`src/rtl/instr_decode_stage.sv`:
```
// RV32I decode stage: field extraction, immediate generation and control flags for the register file and execute stage.
// Latency: 1 cycle from accept to registered outputs.
// Backpressure: a main+skid pair absorbs one extra instruction so that if_ready can be a plain flop.
module instr_decode_stage #(
   parameter int XLEN = 32
) (
   input  logic            clk,
   input  logic            reset,
   input  logic            flush,
   input  logic            if_valid,
   output logic            if_ready,
   input  logic [31:0]     if_instr,
   input  logic [XLEN-1:0] if_pc,
   output logic            id_valid,
   input  logic            id_ready,
   output logic [XLEN-1:0] id_pc,
   output logic [4:0]      rs1,
   output logic [4:0]      rs2,
   output logic [4:0]      rd,
   output logic [6:0]      opcode,
   output logic [2:0]      funct3,
   output logic [6:0]      funct7,
   output logic [XLEN-1:0] imm,
   output logic            reg_write,
   output logic            alu_src_imm,
   output logic            mem_read,
   output logic            mem_write,
   output logic            branch,
   output logic            jump,
   output logic            illegal
);

   localparam logic [6:0] OPC_LUI    = 7'b0110111;
   localparam logic [6:0] OPC_AUIPC  = 7'b0010111;
   localparam logic [6:0] OPC_JAL    = 7'b1101111;
   localparam logic [6:0] OPC_JALR   = 7'b1100111;
   localparam logic [6:0] OPC_BRANCH = 7'b1100011;
   localparam logic [6:0] OPC_LOAD   = 7'b0000011;
   localparam logic [6:0] OPC_STORE  = 7'b0100011;
   localparam logic [6:0] OPC_OPIMM  = 7'b0010011;
   localparam logic [6:0] OPC_OP     = 7'b0110011;

   typedef struct packed {
      logic [XLEN-1:0] pc;
      logic [4:0]      rs1;
      logic [4:0]      rs2;
      logic [4:0]      rd;
      logic [6:0]      opcode;
      logic [2:0]      funct3;
      logic [6:0]      funct7;
      logic [XLEN-1:0] imm;
      logic            reg_write;
      logic            alu_src_imm;
      logic            mem_read;
      logic            mem_write;
      logic            branch;
      logic            jump;
      logic            illegal;
   } dec_t;

   logic [31:0] imm_i, imm_s, imm_b, imm_u, imm_j;
   dec_t        dec;
   dec_t        main_q, skid_q;
   logic        main_vld, skid_vld;
   logic        accept, drain;

   assign imm_i = {{20{if_instr[31]}}, if_instr[31:20]};
   assign imm_s = {{20{if_instr[31]}}, if_instr[31:25], if_instr[11:7]};
   assign imm_b = {{19{if_instr[31]}}, if_instr[31], if_instr[7], if_instr[30:25], if_instr[11:8], 1'b0};
   assign imm_u = {if_instr[31:12], 12'b0};
   assign imm_j = {{11{if_instr[31]}}, if_instr[31], if_instr[19:12], if_instr[20], if_instr[30:21], 1'b0};

   always_comb begin
      dec        = '0;
      dec.pc     = if_pc;
      dec.rs1    = if_instr[19:15];
      dec.rs2    = if_instr[24:20];
      dec.rd     = if_instr[11:7];
      dec.opcode = if_instr[6:0];
      dec.funct3 = if_instr[14:12];
      dec.funct7 = if_instr[31:25];
      case (if_instr[6:0])
         OPC_LUI, OPC_AUIPC: begin
            dec.imm = imm_u; dec.reg_write = 1'b1; dec.alu_src_imm = 1'b1;
         end
         OPC_JAL: begin
            dec.imm = imm_j; dec.reg_write = 1'b1; dec.jump = 1'b1;
         end
         OPC_JALR: begin
            dec.imm = imm_i; dec.reg_write = 1'b1; dec.jump = 1'b1; dec.alu_src_imm = 1'b1;
         end
         OPC_BRANCH: begin
            dec.imm = imm_b; dec.branch = 1'b1;
         end
         OPC_LOAD: begin
            dec.imm = imm_i; dec.reg_write = 1'b1; dec.mem_read = 1'b1; dec.alu_src_imm = 1'b1;
         end
         OPC_STORE: begin
            dec.imm = imm_s; dec.mem_write = 1'b1; dec.alu_src_imm = 1'b1;
         end
         OPC_OPIMM: begin
            dec.imm = imm_i; dec.reg_write = 1'b1; dec.alu_src_imm = 1'b1;
         end
         OPC_OP: begin
            dec.reg_write = 1'b1;
         end
         default: dec.illegal = 1'b1;
      endcase
      // The register file writes x0 blindly, so suppress it here.
      if (dec.rd == 5'd0) dec.reg_write = 1'b0;
   end

   assign accept = if_valid & if_ready;
   assign drain  = main_vld & id_ready;

   always_ff @(posedge clk) begin
      if (reset) begin
         main_q   <= '0;
         skid_q   <= '0;
         main_vld <= 1'b0;
         skid_vld <= 1'b0;
         if_ready <= 1'b1;
      end else if (flush) begin
         main_vld <= 1'b0;
         skid_vld <= 1'b0;
         if_ready <= 1'b1;
      end else if (skid_vld) begin
         // if_ready is low while skid is occupied, so nothing new arrives here.
         if (drain) begin
            main_q   <= skid_q;
            skid_vld <= 1'b0;
            if_ready <= 1'b1;
         end
      end else if (accept) begin
         if (!main_vld || drain) begin
            main_q   <= dec;
            main_vld <= 1'b1;
         end else begin
            skid_q   <= dec;
            skid_vld <= 1'b1;
            if_ready <= 1'b0;
         end
      end else if (drain) begin
         main_vld <= 1'b0;
      end
   end

   assign id_valid    = main_vld;
   assign id_pc       = main_q.pc;
   assign rs1         = main_q.rs1;
   assign rs2         = main_q.rs2;
   assign rd          = main_q.rd;
   assign opcode      = main_q.opcode;
   assign funct3      = main_q.funct3;
   assign funct7      = main_q.funct7;
   assign imm         = main_q.imm;
   assign reg_write   = main_q.reg_write;
   assign alu_src_imm = main_q.alu_src_imm;
   assign mem_read    = main_q.mem_read;
   assign mem_write   = main_q.mem_write;
   assign branch      = main_q.branch;
   assign jump        = main_q.jump;
   assign illegal     = main_q.illegal;

endmodule

```
`config.mk`:
```
export PLATFORM = sky130hd
export DESIGN_NAME = instr_decode_stage
export DESIGN_NICKNAME = d
export VERILOG_FILES = /design/src/rtl/instr_decode_stage.sv
export SDC_FILE = /design/constraint.sdc
export NUM_CORES = 1
export LEC_CHECK = 0
export CAP_MARGIN = 10
export CORE_AREA = 2 2 144 160
export DETAILED_ROUTE_END_ITERATION = 6
export DIE_AREA = 0 0 146 162
export HOLD_SLACK_MARGIN = 0.1
export PLACE_DENSITY = 0.66
export SYNTH_ARGS = -nofsm -noshare
export SYNTH_HDL_FRONTEND = slang
export SYNTH_SLANG_ARGS = --single-unit
export TNS_END_PERCENT = 50
```
`constraint.sdc`:
```
create_clock -name clk -period 2.1 [get_ports clk]
set_clock_uncertainty 0.15 [all_clocks]
set_input_delay 0.42 -clock clk [delete_from_list [all_inputs] [get_ports clk]]
set_output_delay 0.42 -clock clk [all_outputs]
set_load 0.1 [all_outputs]
```
# == Word-level counts from Yosys, hierarchy flattened ==
# Cells that the tools add are included.
# totals
ff_bits,209
out_inout_bits,105
word_cells,91
# classes
eq_ne,12
n_mux,24
bitwise,5
n_reduce_logical,17
# ops
cell,n
two-way mux 103 bit,4
one-hot mux 32 bit (5 select lines),1
== test 7 x 6 -> 1 bit (second input constant),3
== test 7 bit (second input constant),3
two-way mux 1 bit,19
== test 7 x 5 -> 1 bit (second input constant),2
OR reduction 9 bit,1
AND reduction 4 bit,2
== test 7 x 2 -> 1 bit (second input constant),1
OR reduction 7 bit,1
AND reduction 3 bit,2
nonzero test 2 bit,3
OR reduction 2 bit,3
OR reduction 6 bit,1
zero test 5 bit,1
inequality test 2 x 1 -> 1 bit (second input constant),2
NOT 1 bit,3
OR reduction 3 bit,1
AND 1 bit,2
inequality test 2 bit (second input constant),1
zero test 1 bit,1
logical OR 1 bit,1

# == Logic depth before layout (Yosys ltp) ==
# logic_depth
depth_word,7
mapped_depth,8

# == Least setup slack after synthesis ==
# Ideal clock, no wire load.
# synth_timing
path_kind,reg2reg
start,"register main_vld, in the netlist id_valid"
end,"register main_q, in the netlist imm[12]"
arrival_time_ns,2.421
slack_ns,-0.627
path_stages_with_launch,7
n_path_buf,2
path_cell_list,dfxtp_1 -> buf_2 -> nand2_1 -> a211o_1 -> buf_4 -> a311oi_4 -> a2111oi_2
# synth_via
elab_chain_len,4
# synth_rtl
item,line_no,rtl
"start, declared",64,"logic main_vld, skid_vld;"
"start signal, assigned",120,main_vld <= 1'b0;
"start signal, assigned",124,main_vld <= 1'b0;
"start signal, assigned",137,main_vld <= 1'b1;
AND 1 bit / zero test 1 bit (equally long branches),"114, 135",
logical OR 1 bit,135,if (!main_vld || drain) begin
nonzero test 2 bit (no source line),-,
AND reduction 4 bit (no source line) (*),-,
"end signal, assigned",130,main_q <= skid_q;
"end, declared",63,"dec_t main_q, skid_q;"
# Every way passes the cells marked *; elsewhere a longest branch is shown, timed or not.
# A chain may end at the register's enable or synchronous reset.

# == Worst setup path after layout ==
# layout_timing
start,"register main_vld, in the netlist id_valid"
end,"register main_q, in the netlist mem_write"
# The elaborated chain is that of the path after synthesis.

==> metrics.md <==
| Metric | Value |
|---|---|
| Status | complete, no violations |
| Commonest non-fill, non-tap cell in the layout | dfxtp_1 |
| Clk sinks | 209 |
| Worst EP arrival | 2190 ps |
| Yosys cell types | 54 |
| Pre-CTS setup slack | -543 ps |
| Worst EP required | 2330 ps |
| Clock slew at reported path FFs | 60 ps |
| Syn-to-layout area delta | 41.6% |
| Number of global-route vias before repair | 7493 |
| Syn. warnings | 0 |
| Antenna violations before repair | 0 |
| Yosys reg bits | 209 |
| WL per Instance | 16.5 um |
| Post-Syn Nets | 1062 |
| Sequential area share after synthesis | 48.2% |
| Routed WL | 24900 um |
| CP max FO | 12 |
| Syn Std Cell Area | 8680 um2 |
| # diodes | 0 |
| Endpoints failing hold | 0 |
| First-pass GRT wire length | 40500 um |
| Final setup vio count | 0 |
| Layout Nets | 1269 |
| Pin slew with the least headroom to its limit | 483 ps |
| Root Buffer | clkbuf_16 |
| CTS H-tree lvls | 1 |
| DRT iter0 DRCs | 611 |
| Vias per cell | 5.25 |
| WS Path Type | reg -> reg |
| # rows | 57 |
| Total power | 10.5 mW |
| Pwr dens | 852 nW/um2 |
| Syn Area/Cell | 8.74 um2 |
| Core Box Area | 22000 um2 |
| First-pass DRT Iterations | 6 |
| # fillers | 2013 |
| Post-Syn Instances | 993 |
| CP max stage delay | 440 ps |
| Die Area | 23700 um2 |
| Worst Hold Margin | 130 ps |
| Critical path launch point type | register |
| # IOs | 174 |
| Share of layout cells above drive strength 1 | 22.0% |
| CP delay by family, top | compound AO/OA/AOI/OAI gates |
| Slowest stage cell on the critical path | a211o_1 |
| Cells along the critical path | nand2_1 -> a211o_1 -> buf_4 -> a211oi_1 -> nor3_1 |
| Post-DP HPWL | 17400 um |
| DR DRC count | 0 |
| TritonCTS buffer count | 23 |
| CTS Buffer Depth | 3 |
| CTS tree | yes |
| PortBufs | 173 |
| P_leak | 4.43 nW |
| MaxCap Viol Count | 0 |
| Tmin final | 1960 ps |
| GRT Util Overall | 20.6% |
| Antenna Nets Post-Route | 0 |
| Kind of end point of the critical path | register |
| CTS hold repair buffers | 0 |
| Initial Util | 39.5% |
| Hold crit path type | in -> reg |
| Die Height | 162 um |
| Largest net degree at the start of global routing | 73 |
| Via count | 7935 |
| DIE WIDTH | 146 um |
| Buf/Inv on CP | 1 |
| Slew Limit Headroom | 67.0% |
| Clock Latency Late Sink | 500 ps |
| Commonest non-fill, non-tap cells in the layout | dfxtp_1 (206), nand2_1 (160), buf_4 (157) |
| Fin crit share | 93.4% |
| Final WS setup | 140 ps |
| GRT overflow | 0 |
| Fin. max-slew vios | 0 |
| Max IR drop VDD | 691 uV |
| F_max | 0.510 GHz |
| RSZ-0062 raised after global routing | no |
| Final GP Congestion | 0.812 |
## flip-flops by register name, indices dropped and copies added, names as in the netlist, 3 cells and up
register / cells
funct3: 3
funct7: 7
id_pc: 32
imm: 32
opcode: 7
rd: 5
rs1: 5
rs2: 5
skid_q: 103
## path summary, 6_finish.rpt
path,startpoint,endpoint,slack (ps),depth (start not counted)
worst max-delay path,id_valid,mem_write,140,5
worst min-delay path,if_instr[2],skid_q[51],130,3
worst max register to register,id_valid,mem_write,140,5
worst min register to register,skid_q[88],skid_q[88],300,2
## metrics by stage
stage | instances | utilization, % | TNS (ps) | cell area (um2)
finish | 1511 | 56.0 | 0 | 12300
detailed placement | 1469 | 52.2 | -60040 | 11500
CTS | 1511 | 55.8 | 0 | 12300
global placement | 1469 | 52.2 | -53530 | 11500
floorplan | 993 | - | 0 | 8700
global route | 1511 | 56.0 | 0 | 12300
## synthesized netlist by cell type (all sizes together)
master / n / area, um2
o21ai: 5 / 25.0
and2: 1 / 6.26
and4b: 2 / 20.0
o2111ai: 1 / 8.76
o2bb2ai: 1 / 8.76
o41ai: 5 / 43.8
and3b: 1 / 8.76
o21bai: 1 / 7.51
or3b: 2 / 17.5
nor2b: 15 / 93.8
mux2i: 59 / 591
buf: 37 / 186
inv: 3 / 11.3
nor4bb: 1 / 10.0
a221oi: 8 / 70.1
nand2b: 4 / 25.0
a22o: 6 / 52.6
or3: 2 / 12.5
a211oi: 100 / 756
o22ai: 2 / 12.5
o211ai: 2 / 15.0
a31oi: 4 / 25.0
a2111oi: 21 / 248
a21oi: 82 / 422
nand3: 4 / 20.0
clkbuf: 53 / 200
nor2: 135 / 509
and3: 1 / 6.26
or2: 2 / 12.5
o31ai: 2 / 15.0
a22oi: 2 / 15.0
a311oi: 3 / 43.8
nor4: 3 / 18.8
nand4b: 3 / 26.3
a21boi: 2 / 15.0
nor3b: 11 / 82.6
nor3: 15 / 80.1
a32oi: 6 / 52.6
nand3b: 13 / 97.6
a211o: 1 / 8.76
or4: 2 / 15.0
nand2: 161 / 604
dfxtp: 209 / 4180
## power by group
part | switching [mW] | internal, mW | leakage (nW) | total, mW
Sequential | 0.104 | 4.11 | 1.70 | 4.22
Combinational | 1.50 | 0.672 | 2.36 | 2.17
Clock | 1.63 | 2.47 | 0.373 | 4.09
Total | 3.23 | 7.25 | 4.43 | 10.5
## cell families after synthesis
family / synth area share [%]
AND/OR/NAND/NOR: 19.2
AO/OA/AOI/OAI: 21.2
flip-flops: 48.2
buffers and inverters: 4.58
multiplexers: 6.80
## worst min-delay path: stages
cell	delay [ps]
dlymetal6s2s_1	190
nand2_1	80
a21oi_1	50
## what timing repair did
item,in CTS,in global routing
resized for setup,1,9
buffers inserted,1,0
setup endpoints to repair,8,16
pin swaps,1,1
## cell type report
| type | instances | area [um2] | share of cell area (%) |
|---|---|---|---|
| sequential | 209 | 4200 | 34.1 |
| multi-input combinational | 691 | 4150 | 33.7 |
| timing repair buffer | 272 | 2810 | 22.9 |
| clock buffer | 31 | 626 | 5.09 |
| tap | 295 | 369 | 3.00 |
| clock inverter | 10 | 134 | 1.09 |
| inverter | 3 | 11.3 | 0.0916 |
## layer usage
metal	GRT usage, %	vias up	part of all wire [%]
li1	-	3957	-
met1	27.0	3744	44
met2	35.3	192	49
met3	3.46	42	5.3
met4	5.60	0	2.1
met5	0	-	0
(Power assumes the default switching activity.)
